$ cat src/rtl/cpu_pkg.sv
// Shared CPU definitions: opcode constants (also used by the ALU), writeback
// fault codes, the memory-access stage state encoding and opcode helpers.
package cpu_pkg;

  localparam logic [3:0] OP_ADD = 4'd0;
  localparam logic [3:0] OP_SUB = 4'd1;
  localparam logic [3:0] OP_MUL = 4'd2;
  localparam logic [3:0] OP_AND = 4'd3;
  localparam logic [3:0] OP_OR  = 4'd4;
  localparam logic [3:0] OP_LDB = 4'd10;
  localparam logic [3:0] OP_LDW = 4'd11;
  localparam logic [3:0] OP_STB = 4'd12;
  localparam logic [3:0] OP_STW = 4'd13;
  localparam logic [3:0] OP_MOV = 4'd14;

  typedef enum logic [1:0] {
    FAULT_NONE     = 2'd0,
    FAULT_MISALIGN = 2'd1,
    FAULT_TIMEOUT  = 2'd2
  } fault_e;

  typedef enum logic [1:0] {
    ST_IDLE = 2'd0,
    ST_MEM  = 2'd1,
    ST_HOLD = 2'd2
  } state_e;

  function automatic logic is_mem_op(input logic [3:0] op);
    return (op == OP_LDB) || (op == OP_LDW) || (op == OP_STB) || (op == OP_STW);
  endfunction

  function automatic logic is_store_op(input logic [3:0] op);
    return (op == OP_STB) || (op == OP_STW);
  endfunction

  function automatic logic is_byte_op(input logic [3:0] op);
    return (op == OP_LDB) || (op == OP_STB);
  endfunction

endpackage

$ cat src/rtl/mem_access_stage_if.sv
// Bundle of the three handshakes around the memory-access stage:
//   in_*  : ALU result/op (valid/ready, stage is the consumer)
//   mem_* : data-memory request (req/ack, stage is the requester)
//   wb_*  : writeback payload (valid/ready, stage is the producer)
// master = the stage's view, slave = the surrounding pipeline/memory view.
interface mem_access_stage_if;
  logic        in_valid;
  logic        in_ready;
  logic [3:0]  in_op;
  logic [31:0] in_result;
  logic [31:0] in_store_data;
  logic [4:0]  in_rd;

  logic        mem_req;
  logic        mem_we;
  logic [31:0] mem_addr;
  logic [3:0]  mem_be;
  logic [31:0] mem_wdata;
  logic        mem_ack;
  logic [31:0] mem_rdata;

  logic        wb_valid;
  logic        wb_ready;
  logic        wb_we;
  logic [4:0]  wb_rd;
  logic [31:0] wb_data;
  logic [1:0]  wb_fault;

  modport master (
    input  in_valid, in_op, in_result, in_store_data, in_rd,
           mem_ack, mem_rdata, wb_ready,
    output in_ready, mem_req, mem_we, mem_addr, mem_be, mem_wdata,
           wb_valid, wb_we, wb_rd, wb_data, wb_fault
  );

  modport slave (
    output in_valid, in_op, in_result, in_store_data, in_rd,
           mem_ack, mem_rdata, wb_ready,
    input  in_ready, mem_req, mem_we, mem_addr, mem_be, mem_wdata,
           wb_valid, wb_we, wb_rd, wb_data, wb_fault
  );
endinterface

$ cat src/rtl/mem_lane_align.sv
// Combinational lane steering for the memory stage.
//   op, addr_lo      : opcode and byte offset of the access
//   store_data       : rt value; be/wdata are the byte enables and bus data
//   rdata            : memory read word; load_data is the register value
// Byte ops use one lane selected by addr_lo; word ops use all four.
module mem_lane_align
  import cpu_pkg::*;
#(
  parameter bit LDB_SIGNED = 1'b0
) (
  input  logic [3:0]  op,
  input  logic [1:0]  addr_lo,
  input  logic [31:0] store_data,
  input  logic [31:0] rdata,
  output logic [3:0]  be,
  output logic [31:0] wdata,
  output logic [31:0] load_data
);

  logic [7:0] lane_byte;

  always_comb begin
    be        = is_byte_op(op) ? (4'b0001 << addr_lo) : 4'b1111;
    // A byte store drives its byte on every lane; be picks the real one.
    wdata     = is_byte_op(op) ? {4{store_data[7:0]}} : store_data;
    lane_byte = rdata[{addr_lo, 3'b000} +: 8];
    load_data = rdata;
    if (op == OP_LDB) begin
      load_data = {{24{LDB_SIGNED & lane_byte[7]}}, lane_byte};
    end
  end

endmodule

$ cat src/rtl/mem_access_stage.sv
// Memory-access stage: loads/stores go to data memory over req/ack, all other
// ops pass the ALU result through; the result is offered to writeback.
//   clk, rst_n : clock, asynchronous active-low reset
//   bus        : in_* / mem_* / wb_* handshakes (master modport)
//
//   state   | meaning
//   --------+------------------------------------------------------
//   IDLE    | nothing held, ready for a new op
//   MEM     | memory request outstanding, waiting for mem_ack
//   HOLD    | writeback payload presented, waiting for wb_ready
module mem_access_stage
  import cpu_pkg::*;
#(
  parameter int unsigned ACK_TIMEOUT = 16,
  parameter bit          LDB_SIGNED  = 1'b0
) (
  input logic               clk,
  input logic               rst_n,
  mem_access_stage_if.master bus
);

  localparam int unsigned    CNT_W    = (ACK_TIMEOUT > 1) ? $clog2(ACK_TIMEOUT) : 1;
  localparam logic [CNT_W-1:0] CNT_LAST = CNT_W'((ACK_TIMEOUT > 0) ? ACK_TIMEOUT - 1 : 0);

  state_e             state_q, state_d;
  logic [CNT_W-1:0]   cnt_q, cnt_d;
  logic [3:0]         op_q, op_d;
  logic [1:0]         lane_q, lane_d;
  logic               mem_we_q, mem_we_d;
  logic [31:0]        mem_addr_q, mem_addr_d;
  logic [3:0]         mem_be_q, mem_be_d;
  logic [31:0]        mem_wdata_q, mem_wdata_d;
  logic               wb_we_q, wb_we_d;
  logic [4:0]         wb_rd_q, wb_rd_d;
  logic [31:0]        wb_data_q, wb_data_d;
  fault_e             wb_fault_q, wb_fault_d;

  logic               ready;
  logic               accept;
  logic [3:0]         al_op;
  logic [1:0]         al_lane;
  logic [3:0]         al_be;
  logic [31:0]        al_wdata;
  logic [31:0]        al_load;

  // The aligner serves the incoming op at accept and the captured op in MEM;
  // accept never happens in MEM, so one instance covers both uses.
  assign al_op   = (state_q == ST_MEM) ? op_q   : bus.in_op;
  assign al_lane = (state_q == ST_MEM) ? lane_q : bus.in_result[1:0];

  mem_lane_align #(.LDB_SIGNED(LDB_SIGNED)) u_align (
    .op         (al_op),
    .addr_lo    (al_lane),
    .store_data (bus.in_store_data),
    .rdata      (bus.mem_rdata),
    .be         (al_be),
    .wdata      (al_wdata),
    .load_data  (al_load)
  );

  always_comb begin
    state_d     = state_q;
    cnt_d       = cnt_q;
    op_d        = op_q;
    lane_d      = lane_q;
    mem_we_d    = mem_we_q;
    mem_addr_d  = mem_addr_q;
    mem_be_d    = mem_be_q;
    mem_wdata_d = mem_wdata_q;
    wb_we_d     = wb_we_q;
    wb_rd_d     = wb_rd_q;
    wb_data_d   = wb_data_q;
    wb_fault_d  = wb_fault_q;

    ready  = (state_q == ST_IDLE) || ((state_q == ST_HOLD) && bus.wb_ready);
    accept = bus.in_valid && ready;

    case (state_q)
      ST_MEM: begin
        // An ack in the terminal-count cycle still completes the access.
        if (bus.mem_ack) begin
          state_d    = ST_HOLD;
          wb_fault_d = FAULT_NONE;
          wb_we_d    = !is_store_op(op_q);
          wb_data_d  = is_store_op(op_q) ? 32'h0 : al_load;
        end else if ((ACK_TIMEOUT != 0) && (cnt_q == CNT_LAST)) begin
          state_d    = ST_HOLD;
          wb_fault_d = FAULT_TIMEOUT;
          wb_we_d    = 1'b0;
          wb_data_d  = 32'h0;
        end else begin
          cnt_d = cnt_q + CNT_W'(1);
        end
      end
      default: begin
        if ((state_q == ST_HOLD) && bus.wb_ready) begin
          state_d = ST_IDLE;
        end
        if (accept) begin
          wb_rd_d = bus.in_rd;
          op_d    = bus.in_op;
          lane_d  = bus.in_result[1:0];
          cnt_d   = '0;
          if (!is_mem_op(bus.in_op)) begin
            state_d    = ST_HOLD;
            wb_we_d    = 1'b1;
            wb_data_d  = bus.in_result;
            wb_fault_d = FAULT_NONE;
          end else if (!is_byte_op(bus.in_op) && (bus.in_result[1:0] != 2'b00)) begin
            state_d    = ST_HOLD;
            wb_we_d    = 1'b0;
            wb_data_d  = 32'h0;
            wb_fault_d = FAULT_MISALIGN;
          end else begin
            state_d     = ST_MEM;
            mem_we_d    = is_store_op(bus.in_op);
            mem_addr_d  = {bus.in_result[31:2], 2'b00};
            mem_be_d    = al_be;
            mem_wdata_d = al_wdata;
          end
        end
      end
    endcase
  end

  always_ff @(posedge clk or negedge rst_n) begin
    if (!rst_n) begin
      state_q     <= ST_IDLE;
      cnt_q       <= '0;
      op_q        <= 4'h0;
      lane_q      <= 2'b00;
      mem_we_q    <= 1'b0;
      mem_addr_q  <= 32'h0;
      mem_be_q    <= 4'h0;
      mem_wdata_q <= 32'h0;
      wb_we_q     <= 1'b0;
      wb_rd_q     <= 5'h0;
      wb_data_q   <= 32'h0;
      wb_fault_q  <= FAULT_NONE;
    end else begin
      state_q     <= state_d;
      cnt_q       <= cnt_d;
      op_q        <= op_d;
      lane_q      <= lane_d;
      mem_we_q    <= mem_we_d;
      mem_addr_q  <= mem_addr_d;
      mem_be_q    <= mem_be_d;
      mem_wdata_q <= mem_wdata_d;
      wb_we_q     <= wb_we_d;
      wb_rd_q     <= wb_rd_d;
      wb_data_q   <= wb_data_d;
      wb_fault_q  <= wb_fault_d;
    end
  end

  assign bus.in_ready  = ready;
  assign bus.mem_req   = (state_q == ST_MEM);
  assign bus.mem_we    = mem_we_q;
  assign bus.mem_addr  = mem_addr_q;
  assign bus.mem_be    = mem_be_q;
  assign bus.mem_wdata = mem_wdata_q;
  assign bus.wb_valid  = (state_q == ST_HOLD);
  assign bus.wb_we     = wb_we_q;
  assign bus.wb_rd     = wb_rd_q;
  assign bus.wb_data   = wb_data_q;
  assign bus.wb_fault  = wb_fault_q;

endmodule
$ cat src/flat_wrapper.sv
// flat-port wrapper written by rule: the top's interface ports become plain ports
module mem_access_stage_flat import cpu_pkg::*;
#(
  parameter int unsigned ACK_TIMEOUT = 16,
  parameter bit          LDB_SIGNED  = 1'b0
)
  (clk, rst_n, bus_in_valid, bus_in_op, bus_in_result, bus_in_store_data, bus_in_rd, bus_mem_ack, bus_mem_rdata, bus_wb_ready, bus_in_ready, bus_mem_req, bus_mem_we, bus_mem_addr, bus_mem_be, bus_mem_wdata, bus_wb_valid, bus_wb_we, bus_wb_rd, bus_wb_data, bus_wb_fault);
  mem_access_stage_if bus_i ();
  input logic clk;
  input logic rst_n;
  input wire logic [$bits(bus_i.in_valid)-1:0] bus_in_valid;
  input wire logic [$bits(bus_i.in_op)-1:0] bus_in_op;
  input wire logic [$bits(bus_i.in_result)-1:0] bus_in_result;
  input wire logic [$bits(bus_i.in_store_data)-1:0] bus_in_store_data;
  input wire logic [$bits(bus_i.in_rd)-1:0] bus_in_rd;
  input wire logic [$bits(bus_i.mem_ack)-1:0] bus_mem_ack;
  input wire logic [$bits(bus_i.mem_rdata)-1:0] bus_mem_rdata;
  input wire logic [$bits(bus_i.wb_ready)-1:0] bus_wb_ready;
  output wire logic [$bits(bus_i.in_ready)-1:0] bus_in_ready;
  output wire logic [$bits(bus_i.mem_req)-1:0] bus_mem_req;
  output wire logic [$bits(bus_i.mem_we)-1:0] bus_mem_we;
  output wire logic [$bits(bus_i.mem_addr)-1:0] bus_mem_addr;
  output wire logic [$bits(bus_i.mem_be)-1:0] bus_mem_be;
  output wire logic [$bits(bus_i.mem_wdata)-1:0] bus_mem_wdata;
  output wire logic [$bits(bus_i.wb_valid)-1:0] bus_wb_valid;
  output wire logic [$bits(bus_i.wb_we)-1:0] bus_wb_we;
  output wire logic [$bits(bus_i.wb_rd)-1:0] bus_wb_rd;
  output wire logic [$bits(bus_i.wb_data)-1:0] bus_wb_data;
  output wire logic [$bits(bus_i.wb_fault)-1:0] bus_wb_fault;
  assign bus_i.in_valid = bus_in_valid;
  assign bus_i.in_op = bus_in_op;
  assign bus_i.in_result = bus_in_result;
  assign bus_i.in_store_data = bus_in_store_data;
  assign bus_i.in_rd = bus_in_rd;
  assign bus_i.mem_ack = bus_mem_ack;
  assign bus_i.mem_rdata = bus_mem_rdata;
  assign bus_i.wb_ready = bus_wb_ready;
  assign bus_in_ready = bus_i.in_ready;
  assign bus_mem_req = bus_i.mem_req;
  assign bus_mem_we = bus_i.mem_we;
  assign bus_mem_addr = bus_i.mem_addr;
  assign bus_mem_be = bus_i.mem_be;
  assign bus_mem_wdata = bus_i.mem_wdata;
  assign bus_wb_valid = bus_i.wb_valid;
  assign bus_wb_we = bus_i.wb_we;
  assign bus_wb_rd = bus_i.wb_rd;
  assign bus_wb_data = bus_i.wb_data;
  assign bus_wb_fault = bus_i.wb_fault;
  mem_access_stage #(.ACK_TIMEOUT(ACK_TIMEOUT), .LDB_SIGNED(LDB_SIGNED)) u_core (.clk(clk), .rst_n(rst_n), .bus(bus_i));
endmodule
$ cat config.mk
export PLATFORM = sky130hd
export DESIGN_NAME = mem_access_stage_flat
export DESIGN_NICKNAME = d
export VERILOG_FILES = /design/src/rtl/cpu_pkg.sv /design/src/rtl/mem_access_stage_if.sv /design/src/rtl/mem_lane_align.sv /design/src/rtl/mem_access_stage.sv /design/src/flat_wrapper.sv
export SDC_FILE = /design/constraint.sdc
export NUM_CORES = 1
export LEC_CHECK = 0
export CORE_MARGIN = 8
export CORE_UTILIZATION = 44
export DETAILED_ROUTE_END_ITERATION = 10
export HOLD_SLACK_MARGIN = 0.03
export PLACE_DENSITY = 0.8
export SETUP_SLACK_MARGIN = 0.5
export SKIP_CTS_REPAIR_TIMING = 1
export SYNTH_ARGS = -nofsm -noshare
export SYNTH_HDL_FRONTEND = slang
export SYNTH_SLANG_ARGS = --single-unit
$ cat constraint.sdc
create_clock -name clk -period 2.1 [get_ports clk]
set_input_delay 0.42 -clock clk [delete_from_list [all_inputs] [get_ports clk]]
set_output_delay 0.42 -clock clk [all_outputs]
set_load 0.01 [all_outputs]
Yosys cells after proc, flatten, opt, wreduce, memory -nomap -nowiden
Index checks and enable logic that the tools add are counted.
- register bits after elaboration: 119
- bits of input ports: 110
- output and inout port bits: 112
- logic and storage cells: 88
- add/sub/neg operators: 1
- eq/ne operators: 15
- shift operators: 2
- multiplexer cells: 34
- bitwise logic cells: 2
- reductions and logical operators: 22
- operators with widths (kind ; number):
    32-bit 2-to-1 mux ; 9
    4-bit equality test, second input constant ; 9
    32-bit by 6-bit variable part select with 8-bit output ; 1
    2-bit 2-to-1 mux ; 13
    4-bit 2-to-1 mux ; 6
    1-bit logical OR ; 8
    1-bit 2-to-1 mux ; 6
    3-bit AND reduction ; 2
    4-bit by 1-bit adder with 4-bit output, second input constant ; 1
    2-bit != test, second input constant ; 2
    2-bit AND reduction ; 2
    4-bit AND reduction ; 1
    2-bit nonzero test ; 2
    1-bit by 2-bit left shift with 4-bit output, first input constant ; 1
    1-bit logical AND ; 3
    3-bit by 2-bit != test with 1-bit output, second input constant ; 1
    3-bit != test, second input constant ; 1
    3-bit nonzero test ; 1
    2-bit by 1-bit equality test with 1-bit output, second input constant ; 1
    2-bit equality test, second input constant ; 1
    1-bit zero test ; 2
    2-bit zero test ; 1
    1-bit NOT ; 2

Logic depth before layout (Yosys ltp)
Gate-level depths: netlist of run 1.
- depth in word-level cells: 8
- depth in mapped cells: 9
- depth with buffers taken out: 6

Hierarchy
A second synthesis of run 1 with hierarchy kept.
- cell total of the unflattened synthesis: 499
- area, all modules: 5989.5 µm²
- by module, submodules not included (module ; times used ; cells an instance ; area each (µm²) ; sequential area each (µm²)):
    mem_access_stage ; 1 ; 373 ; 5023.6 ; 2977.9
    mem_lane_align ; 1 ; 126 ; 965.9 ; 0.0

Worst setup path after synthesis of run 1
No wires, ideal clock.
- path type: in2reg
- start: input port bus_wb_ready
- end: register u_core.mem_addr_q[29] (netlist: u_core.bus.mem_addr[29])
- arrival time: 1.584 ns
- required time: 1.975 ns
- slack: 0.391 ns
- stages on the path: 6
- buffers on the path: 2
- path through: inv_1 a211o_1 nor2_2 buf_4 buf_4 mux2_2
- word-level cells in the longest chain between the ends: 4
- RTL lines (what ; RTL line ; text):
    start: declaration ; flat_wrapper.sv:18 ; input wire logic [$bits(bus_i.wb_ready)-1:0] bus_wb_ready;
    1-bit logical AND ; mem_access_stage.sv:75 ; ready = (state_q == ST_IDLE) || ((state_q == ST_HOLD) && bus.wb_ready);
    1-bit logical OR ; mem_access_stage.sv:75 ;
    1-bit logical AND ; mem_access_stage.sv:76 ; accept = bus.in_valid && ready;
    4-bit AND reduction (no source line) ; n/a ;
    end signal: assignment ; mem_access_stage.sv:146 ; mem_addr_q <= mem_addr_d;
    end: declaration ; mem_access_stage.sv:30 ; logic [31:0] mem_addr_q, mem_addr_d;
No other way between the ends.
A chain may end at the register's enable or synchronous reset.

Worst setup path after layout of run 1
- start: register u_core.state_q[1]
- end: register u_core.wb_data_q[4] (netlist: u_core.bus.wb_data[4])
- word-level cells in the longest chain between the ends: 7
- elaborated cells between the ends (all ways): 18
- RTL lines (what ; RTL line ; text):
    start: declaration ; mem_access_stage.sv:25 ; state_e state_q, state_d;
    start signal: assignment ; mem_access_stage.sv:141 ; state_q <= state_d;
    2-bit by 1-bit equality test with 1-bit output ; mem_access_stage.sv:48, mem_access_stage.sv:49, mem_access_stage.sv:78 ;
    2-bit 2-to-1 mux / 4-bit 2-to-1 mux (equally long branches) ; mem_access_stage.sv:49, mem_access_stage.sv:48 ;
    32-bit by 6-bit variable part select with 8-bit output / 4-bit equality test (equally long branches) ; mem_lane_align.sv:26, mem_lane_align.sv:28 ;
    32-bit 2-to-1 mux ; mem_lane_align.sv:28 ; if (op == OP_LDB) begin
    32-bit 2-to-1 mux ; mem_access_stage.sv:85 ; wb_data_d = is_store_op(op_q) ? 32'h0 : al_load;
    32-bit 2-to-1 mux ; mem_access_stage.sv:81 ; if (bus.mem_ack) begin
    32-bit 2-to-1 mux ; mem_access_stage.sv:78 ; case (state_q)
    end signal: assignment ; mem_access_stage.sv:151 ; wb_data_q <= wb_data_d;
    end: declaration ; mem_access_stage.sv:35 ; logic [31:0] wb_data_q, wb_data_d;
Several ways; a longest one is shown, not always the timed one.

==> flow_summary_export.csv, run 1 <==
group,metric,value,unit
placement,dp_hpwl,14.4,mm
yosys,yosysSeqAreaShare,51.5,%
worst_setup_path,start_kind,"register",
floorplan,die-area,17100,sq um
hold_path,hp-class,"in2reg",
yosys,synth_area_leaders,"dfrtp_1, mux2_2, nor2_1, a21oi_1, mux2i_1",
sta,finalCriticalPeriod,2.06,ns
clocking,cts_tree,"done",
yosys,yosysUniqueCellTypes,53,
floorplan,ioPinCount,222,
placement,placed_cells,951,
global_route,gr-total-overflow,0,
layout,drive_gt1_share,26.9,%
placement,gp_congestion,0.855,
power_and_ir_drop,p_clk_share,24.0,%
yosys,synth_ff_type,"dfrtp_1",
global_route,antenna_found_initial,0,
clocking,h-tree-depth,4,
layout,syn_to_final_growth,81.7,%
worst_setup_path,endpoint_kind,"register",
detailed_routing,drt_wl_total,26.3,mm
yosys,async_flop_share,100,%
yosys,synth_edf_count,0,
detailed_routing,drc_errors,0,
power_and_ir_drop,sw_frac_of_total,34.7,%
worst_setup_path,crit_required,2.40,ns
yosys,ys_warn_count,0,
global_route,grt_first_pass_wirelength,29.9,mm
sta,rsz0062_at_grt,"true",
outcome,outcome,"complete, no violations",
detailed_routing,dr_total_vias,6122,
floorplan,rows,42,
sta,setup_violations,0,
yosys,yosys.area.top_type,"dfrtp_1",
worst_setup_path,crit_fanout,6,
detailed_routing,firstDrtPassIters,5,
sta,max_freq,485,MHz
clocking,cts_buffers,17,
sta,skew,0.0111,ns
clocking,cts_buffer_depth,2,
layout,utilization,80.6,%
worst_setup_path,worstSetupPathType,"reg2reg",
yosys,synth_top_area_share,51.5,%
power_and_ir_drop,power.leakage,5.38,nW
global_route,grt_max_degree,50,
floorplan,dieHeight,131,um
placement,port_buffers,219,
layout,fin_nets,950,
clocking,cts.sinks,119,
yosys,syn_area_per_cell,10.4,sq um
yosys,syn_area,5790,sq um
detailed_routing,routedWlPerCell,25.6,um
power_and_ir_drop,internal_power,8.16,mW
floorplan,core,13000,sq um
yosys,synth_seq_cells,119,
clocking,cts-root-buf,"clkbuf_16",
power_and_ir_drop,p_total,12.5,mW
layout,fin_cells,1028,
global_route,grt_usage,23.1,%
global_route,grt_pass1_vias,5668,
floorplan,die_w,131,um
worst_setup_path,arrival,2.36,ns
power_and_ir_drop,power.density,1190,nW/um^2
clocking,cts.clk_slew.worst_paths,0.06,ns
power_and_ir_drop,comb_power_share,44.5,%
sta,hold_viol,0,
job,cap_violations,0,
detailed_routing,drtIter0Drc,612,
power_and_ir_drop,pwr-share-seq,31.5,%
power_and_ir_drop,max-vdd-ir-drop,0.714,mV
sta,setup_tns,0,ns
floorplan,floorplan.initialDensity,44.4,%
clocking,clk_latency,0.43,ns
detailed_routing,viasPerCell,5.96,
yosys,synthCells,557,
power_and_ir_drop,switching_power,4.33,mW
layout,antenna_cells,0,
sta,slew_violations,0,
detailed_routing,ant_nets,0,
sta,finalCritPeriodShare,98.3,%
==> routing by layer <==
metal / share of wire (%) / global-route usage (%) / vias up
li1: - / - / 2538
met1: 36 / 25.6 / 3018
met5: 0 / 0 / -
met2: 48 / 39.6 / 458
met4: 4.9 / 9.45 / 0
met3: 11 / 8.40 / 108
==> synthesized netlist by cell type, drive strengths merged (2+ instances only) <==
library cell and instances:
dfrtp 119, mux2i 27, a32o 9, o31ai 2
nor2b 2, o21ai 25, nand3 4, nor2 93
a221oi 24, clkbuf 12, buf 26, a21oi 63
xor2 2, nand2 64, inv 4, a211oi 3
mux2 39, nand2b 19
==> stage by stage <==
step,worst slack (ns),cell area [sq um],hold slack [ns]
after floorplan,0.451,5900,0.124
after global placement,-0.208,8420,0.361
after detailed placement,-0.299,8420,0.365
after CTS,-0.165,9020,-0.0839
after global routing,0.0449,10500,0.378
final,0.0364,10500,0.351
==> layout make-up <==
cell class	instances	area, sq um
clock buffers	24	472
clock inverters	8	121
fillers	690	2520
inverters	4	27.5
multi-input cells	401	3180
flip-flops and latches	119	2980
well taps	176	220
repair buffers	294	3500
repair inverters	2	17.5
==> logic make-up (layout without fill, tap and decap cells) <==
| group | Yosys count | count (layout) | synth area share (%) |
|---|---|---|---|
| simple gates | 190 | 190 | 14.1 |
| flops | 119 | 119 | 51.5 |
| mux | 66 | 68 | 12.7 |
| compound gates | 136 | 138 | 16.5 |
| xor+xnor | 2 | 2 | 0.433 |
| fa+ha+maj | 1 | 1 | 0.216 |
| other cells | 1 | 2 | 0.0648 |
| buf+inv | 42 | 332 | 4.54 |
==> power by group through the flow <==
stage	sequential [mW]	clock, mW	combinational [mW]
detailed placement	3.88	0	4.85
floorplan	4.26	0	1.57
CTS	3.87	2.98	4.89
global placement	3.81	0	4.71
global route	4.02	3.10	5.86
finish	3.94	3.00	5.56
==> critical path: stages (launching register included) <==
cell and delay (ns):
dfrtp_1 0.40, nand2b_4 0.24, buf_8 0.17, mux2i_2 0.16, buf_4 0.17, o21ai_1 0.35
a32o_1 0.36, a21oi_2 0.08
==> sequential cells by signal, indices dropped and copies added, names as in the netlist <==
signal	cells
u_core.bus.wb_fault	2
u_core.bus.wb_rd	5
u_core.bus.wb_we	1
u_core.state_q	2
u_core.bus.mem_be	4
u_core.bus.wb_data	32
u_core.bus.mem_we	1
u_core.lane_q	2
u_core.bus.mem_addr	30
u_core.op_q	4
u_core.cnt_q	4
u_core.bus.mem_wdata	32
==> final timing paths <==
check,to,depth (start not counted),slack [ns],from
worst max-delay path,u_core.bus.wb_data[4],7,0.04,u_core.state_q[1]
worst min-delay path,u_core.op_q[0],3,0.35,bus_in_op[0]
worst max register to register,u_core.bus.wb_data[4],7,0.04,u_core.state_q[1]
worst min register to register,u_core.bus.wb_rd[4],2,0.47,u_core.bus.wb_rd[4]
max in group asynchronous,u_core.bus.mem_addr[11],3,0.97,rst_n
min in group asynchronous,u_core.bus.wb_data[26],2,0.52,rst_n
==> placed cells by master, fill, tap and decap left out, types with 8 or more instances in the layout <==
| cell type | Yosys | layout |
|---|---|---|
| buf_6 | 6 | 8 |
| nor2_1 | 92 | 86 |
| a21oi_1 | 54 | 48 |
| a221oi_2 | 0 | 16 |
| o21ai_1 | 1 | 14 |
| mux2_4 | 0 | 38 |
| buf_4 | 10 | 33 |
| mux2i_1 | 25 | 22 |
| clkbuf_16 | 0 | 28 |
| buf_12 | 0 | 18 |
| dlymetal6s2s_1 | 0 | 114 |
| dfrtp_1 | 119 | 118 |
| nand2_1 | 64 | 64 |
| a21oi_2 | 9 | 13 |
| nand2b_1 | 18 | 18 |
| clkdlybuf4s50_1 | 0 | 102 |
(Power assumes the default switching activity.)
==> run 2: changes to the inputs <==
--- a/config.mk
+++ b/config.mk
@@ -6,10 +6,10 @@
 export NUM_CORES = 1
 export LEC_CHECK = 0
 export CORE_MARGIN = 8
-export CORE_UTILIZATION = 44
+export CORE_UTILIZATION = 35
 export DETAILED_ROUTE_END_ITERATION = 10
 export HOLD_SLACK_MARGIN = 0.03
-export PLACE_DENSITY = 0.8
+export PLACE_DENSITY = 0.66
 export SETUP_SLACK_MARGIN = 0.5
 export SKIP_CTS_REPAIR_TIMING = 1
 export SYNTH_ARGS = -nofsm -noshare
==> constraint.sdc (replaced) <==
create_clock -name clk -period 2.1 [get_ports clk]
set_input_delay 0.525 -clock clk [delete_from_list [all_inputs] [get_ports clk]]
set_output_delay 0.525 -clock clk [all_outputs]
set_load 0.01 [all_outputs]
==> run 2 against run 1 <==
  * Utilization fell by 15 points
  * Count of clock-buffer cells in the layout shrank 6
  * Clock skew fell by 0.0015 ns
  * Combinational power is 2% lower
  * Sequential share of layout area decreased by 0.73 points
  * Clock power about the same
  * Sequential power is 2% lower
  * First-iteration DRC count down 51%
  * Critical endpoint is now u_core.bus.mem_wdata[13]
  * Largest cell class unchanged
  * Largest power group unchanged
==> flow_summary_export.csv, run 2 (same netlist as run 1, synthesis figures left out) <==
group,metric,value,unit
outcome,outcome,"complete, no violations",
sta,setup_tns,0,ns
floorplan,floorplan.initialDensity,35.4,%
detailed_routing,viasPerCell,5.21,
detailed_routing,drc_errors,0,
power_and_ir_drop,max-vdd-ir-drop,0.619,mV
layout,final_cell_mix,"dfrtp_1, dlymetal6s2s_1, clkdlybuf4s50_1",
sta,slew_violations,0,
worst_setup_path,r2r-start,"u_core.state_q[1]",
floorplan,dieHeight,145,um
clocking,cts_buffer_depth,2,
global_route,antenna_found_initial,2,
clocking,h-tree-depth,4,
detailed_routing,routedWlPerCell,21.6,um
sta,max_freq,531,MHz
floorplan,rows,47,
worst_setup_path,ff2ff_path_depth,9,
detailed_routing,firstDrtPassIters,5,
worst_setup_path,worstSetupPathType,"reg2reg",
floorplan,die_w,145,um
global_route,grt_max_degree,45,
hold_path,hp-class,"in2async",
worst_setup_path,crit_fanout,5,
power_and_ir_drop,power.density,1140,nW/um^2
worst_setup_path,crit_required,2.39,ns
worst_setup_path,timing.rr.end,"u_core.bus.mem_wdata[13]",
floorplan,die-area,20900,sq um
floorplan,ioPinCount,222,
global_route,grt_pass1_vias,5597,
power_and_ir_drop,power.leakage,5.49,nW
sta,setup_violations,0,
sta,finalCritPeriodShare,89.6,%
worst_setup_path,arrival,2.18,ns
clocking,cts-root-buf,"clkbuf_16",
layout,final_common_cell,"dfrtp_1",
layout,syn_to_final_growth,86.4,%
sta,rsz0062_at_grt,"true",
global_route,gr-total-overflow,0,
clocking,cts.clk_slew.worst_paths,0.06,ns
clocking,cts_buffers,17,
sta,finalCriticalPeriod,1.88,ns
detailed_routing,drtIter0Drc,300,
clocking,clk_latency,0.42,ns
layout,utilization,66.0,%
floorplan,core,16300,sq um
detailed_routing,ant_nets,0,
layout,drive_gt1_share,29.9,%
global_route,grt_usage,18.8,%
detailed_routing,drt_wl_total,23.5,mm
placement,dp_hpwl,14.7,mm
global_route,grt_first_pass_wirelength,30.0,mm
worst_setup_path,start_kind,"register",
clocking,cts_tree,"done",
detailed_routing,dr_total_vias,5661,
layout,fin_nets,962,
sta,hold_viol,0,
job,cap_violations,0,
sta,skew,0.00956,ns
worst_setup_path,endpoint_kind,"register",
worst_setup_path,reg2reg_slack,0.22,ns
placement,gp_congestion,0.808,
clocking,cts.sinks,119,
placement,port_buffers,219,
run 2: changes by cell type in the layout (fill, tap and decap cells not counted), sizes merged, moves of 2 or more:
cell          previous run  this run
diode                    0         2
dlymetal6s2s           114       111
buf                     66        82
clkinv                   5         8
clkbuf                  35        33
run 2: how the worst max path moves through the flow:
stage                       from                        to  slack [ns]
3_3_place_gp        bus_in_op[1]     u_core.bus.wb_data[4]       -0.33
5_1_grt        u_core.state_q[1]    u_core.bus.wb_data[21]        0.15
3_5_place_dp        bus_in_op[2]    u_core.bus.wb_data[21]       -0.43
2_1_floorplan       bus_in_op[2]   u_core.bus.mem_addr[29]        0.41
6_report       u_core.state_q[1]  u_core.bus.mem_wdata[13]        0.22
4_1_cts        u_core.state_q[1]               bus_mem_req       -0.24
run 2: worst max-delay path: stages (launching register included):
cell       delay [ns]
dfrtp_1          0.36
nand2b_4         0.21
clkinv_8         0.09
buf_8            0.13
o21ai_4          0.18
o221ai_4         0.14
buf_12           0.17
clkbuf_16        0.15
mux2i_1          0.20
a21oi_1          0.10
run 2: layout make-up:
| class | instances | area [sq um] |
|---|---|---|
| inverter | 4 | 27.5 |
| timing repair buffer | 309 | 3650 |
| antenna | 2 | 5.00 |
| clock inverter | 14 | 176 |
| fill | 1238 | 5560 |
| tap | 220 | 275 |
| multi-input combinational | 399 | 3240 |
| sequential | 119 | 2980 |
| clock buffer | 18 | 429 |
| timing repair inverter | 1 | 8.76 |
run 2: per-layer routing:
layer  track usage [%]  share of wire (%)
met3              7.59                8.7
met2              30.4                 50
met1              22.1                 38
met5                 0                  0
met4              7.01                2.5
run 2: per-stage QoR:
stage / hold WS (ns) / std cells / power, mW / cell area, sq um / setup WS, ns
3_3_place_gp: 0.459 / 1001 / 8.62 / 8540 / -0.334
6_report: 0.0405 / 1086 / 12.3 / 10800 / 0.218
4_1_cts: 0.0306 / 1033 / 11.8 / 9150 / -0.242
5_1_grt: 0.0471 / 1086 / 13.0 / 10800 / 0.145
3_5_place_dp: 0.463 / 1001 / 8.74 / 8540 / -0.428
2_1_floorplan: 0.229 / 558 / 5.83 / 5900 / 0.409
run 2: report_power, final:
| part | internal, mW | leakage (nW) | switching (mW) |
|---|---|---|---|
| sequential | 3.28 | 1.40 | 0.575 |
| clock | 1.88 | 0.291 | 1.14 |
| combinational | 3.02 | 3.80 | 2.41 |
==> run 3: changes to the inputs <==
--- a/config.mk
+++ b/config.mk
@@ -9,6 +9,7 @@
 export CORE_UTILIZATION = 35
 export DETAILED_ROUTE_END_ITERATION = 10
 export HOLD_SLACK_MARGIN = 0.03
+export MAX_ROUTING_LAYER = met4
 export PLACE_DENSITY = 0.66
 export SETUP_SLACK_MARGIN = 0.5
 export SKIP_CTS_REPAIR_TIMING = 1
==> run 3 against run 2 <==
  * Worst hold slack worse by 0.0092 ns
  * Wire length up 1.9%
  * Count of clock-buffer cells in the layout unchanged
  * Final area up 0.67%
  * Utilization up 0.44 points
  * Combinational power about the same
  * Clock skew up 0.0054 ns
  * Largest power group unchanged
==> flow_summary_export.csv, run 3 (same netlist as run 1, synthesis figures left out) <==
group,metric,value,unit
placement,dp_hpwl,14.7,mm
sta,finalCritPeriodShare,90.6,%
detailed_routing,drc_errors,0,
floorplan,rows,47,
worst_setup_path,reg2reg_slack,0.20,ns
sta,setup_violations,0,
global_route,grt_pass1_vias,5590,
floorplan,dieHeight,145,um
sta,slew_violations,0,
floorplan,die_w,145,um
sta,hold_ws,0.0313,ns
worst_setup_path,crit_required,2.40,ns
worst_setup_path,r2r-start,"u_core.state_q[1]",
layout,fin_nets,966,
layout,design_area,10900,sq um
detailed_routing,routedWlPerCell,22.0,um
clocking,clk_latency,0.43,ns
global_route,grt_usage,19.3,%
placement,placed_cells,1001,
outcome,outcome,"complete, no violations",
sta,rsz0062_at_grt,"true",
clocking,cts.clk_slew.worst_paths,0.06,ns
placement,gp_congestion,0.820,
sta,finalCriticalPeriod,1.90,ns
sta,hold_viol,0,
detailed_routing,drt_wl_total,23.9,mm
clocking,cts.sinks,119,
global_route,grt_max_degree,45,
global_route,antenna_found_initial,2,
sta,max_freq,526,MHz
global_route,grt_first_pass_wirelength,29.9,mm
worst_setup_path,worstSetupPathType,"reg2reg",
sta,setup_tns,0,ns
power_and_ir_drop,max-vdd-ir-drop,0.579,mV
detailed_routing,ant_nets,0,
job,cap_violations,0,
placement,placed_area,8540,sq um
layout,final_cell_mix,"dfrtp_1, dlymetal6s2s_1, clkdlybuf4s50_1",
sta,skew,0.0150,ns
clocking,cts_buffer_depth,2,
clocking,h-tree-depth,4,
floorplan,floorplan.initialDensity,35.4,%
clocking,cts_tree,"done",
floorplan,die-area,20900,sq um
floorplan,ioPinCount,222,
worst_setup_path,crit_fanout,6,
layout,syn_to_final_growth,87.7,%
detailed_routing,dr_total_vias,5708,
clocking,cts_buffers,17,
worst_setup_path,timing.rr.end,"u_core.bus.wb_data[20]",
worst_setup_path,arrival,2.20,ns
detailed_routing,viasPerCell,5.24,
power_and_ir_drop,power.density,1140,nW/um^2
worst_setup_path,endpoint_kind,"register",
worst_setup_path,start_kind,"register",
detailed_routing,firstDrtPassIters,6,
layout,drive_gt1_share,30.5,%
worst_setup_path,ff2ff_path_depth,9,
layout,fin_cells,1090,
detailed_routing,drtIter0Drc,328,
clocking,cts-root-buf,"clkbuf_16",
floorplan,core,16300,sq um
placement,port_buffers,219,
power_and_ir_drop,power.leakage,5.51,nW
layout,final_common_cell,"dfrtp_1",
global_route,gr-total-overflow,0,
hold_path,hp-class,"in2async",
run 3: cell types whose count changed in the layout (fill, tap and decap cells not counted), sizes merged:
cell and delta:
clkdlybuf4s50 +1, buf +1, clkbuf +2, mux2 +1, dlymetal6s2s -1
run 3: stage by stage:
| step | total power [mW] | setup WS, ns | utilization (%) |
|---|---|---|---|
| after global routing | 13.0 | 0.143 | 66.4 |
| after global placement | 8.62 | -0.334 | 52.2 |
| final | 12.3 | 0.198 | 66.4 |
| after CTS | 11.8 | -0.242 | 55.9 |
| after detailed placement | 8.74 | -0.428 | 52.2 |
| after floorplan | 5.83 | 0.409 | - |
run 3: power by group:
part           internal [mW]  switching, mW  total, mW
clock network           1.88           1.15       3.03
registers               3.28          0.581       3.86
logic                   3.03           2.43       5.46
run 3: layer usage:
metal	part of all wire, %	track usage (%)
met1	41	22.9
met2	50	30.3
met3	7.0	6.04
met4	2.4	7.34
met5	0	-
run 3: worst max-delay path, stage by stage, from the launching register on:
cell and delay, ns:
dfrtp_1 0.39, nand2b_4 0.20, clkinv_8 0.09, buf_12 0.11
mux2i_4 0.23, buf_12 0.15, a21boi_4 0.07, clkbuf_16 0.17
a221oi_2 0.28, nor2_1 0.08
run 3: layout make-up:
class	instances	area, sq um
tap	220	275
multi-input combinational	400	3250
timing repair buffer	312	3710
clock buffer	18	429
sequential	119	2980
antenna	2	5.00
inverter	4	27.5
fill	1242	5490
timing repair inverter	1	8.76
clock inverter	14	176
run 3: worst max-delay path by stage:
stage	startpoint	end	slack (ns)	cells past startpoint
after detailed placement	bus_in_op[2]	u_core.bus.wb_data[21]	-0.43	6
after CTS	u_core.state_q[1]	bus_mem_req	-0.24	3
after global placement	bus_in_op[1]	u_core.bus.wb_data[4]	-0.33	6
after global routing	u_core.state_q[1]	u_core.bus.wb_data[21]	0.14	9
final	u_core.state_q[1]	u_core.bus.wb_data[20]	0.20	9
after floorplan	bus_in_op[2]	u_core.bus.mem_addr[29]	0.41	6
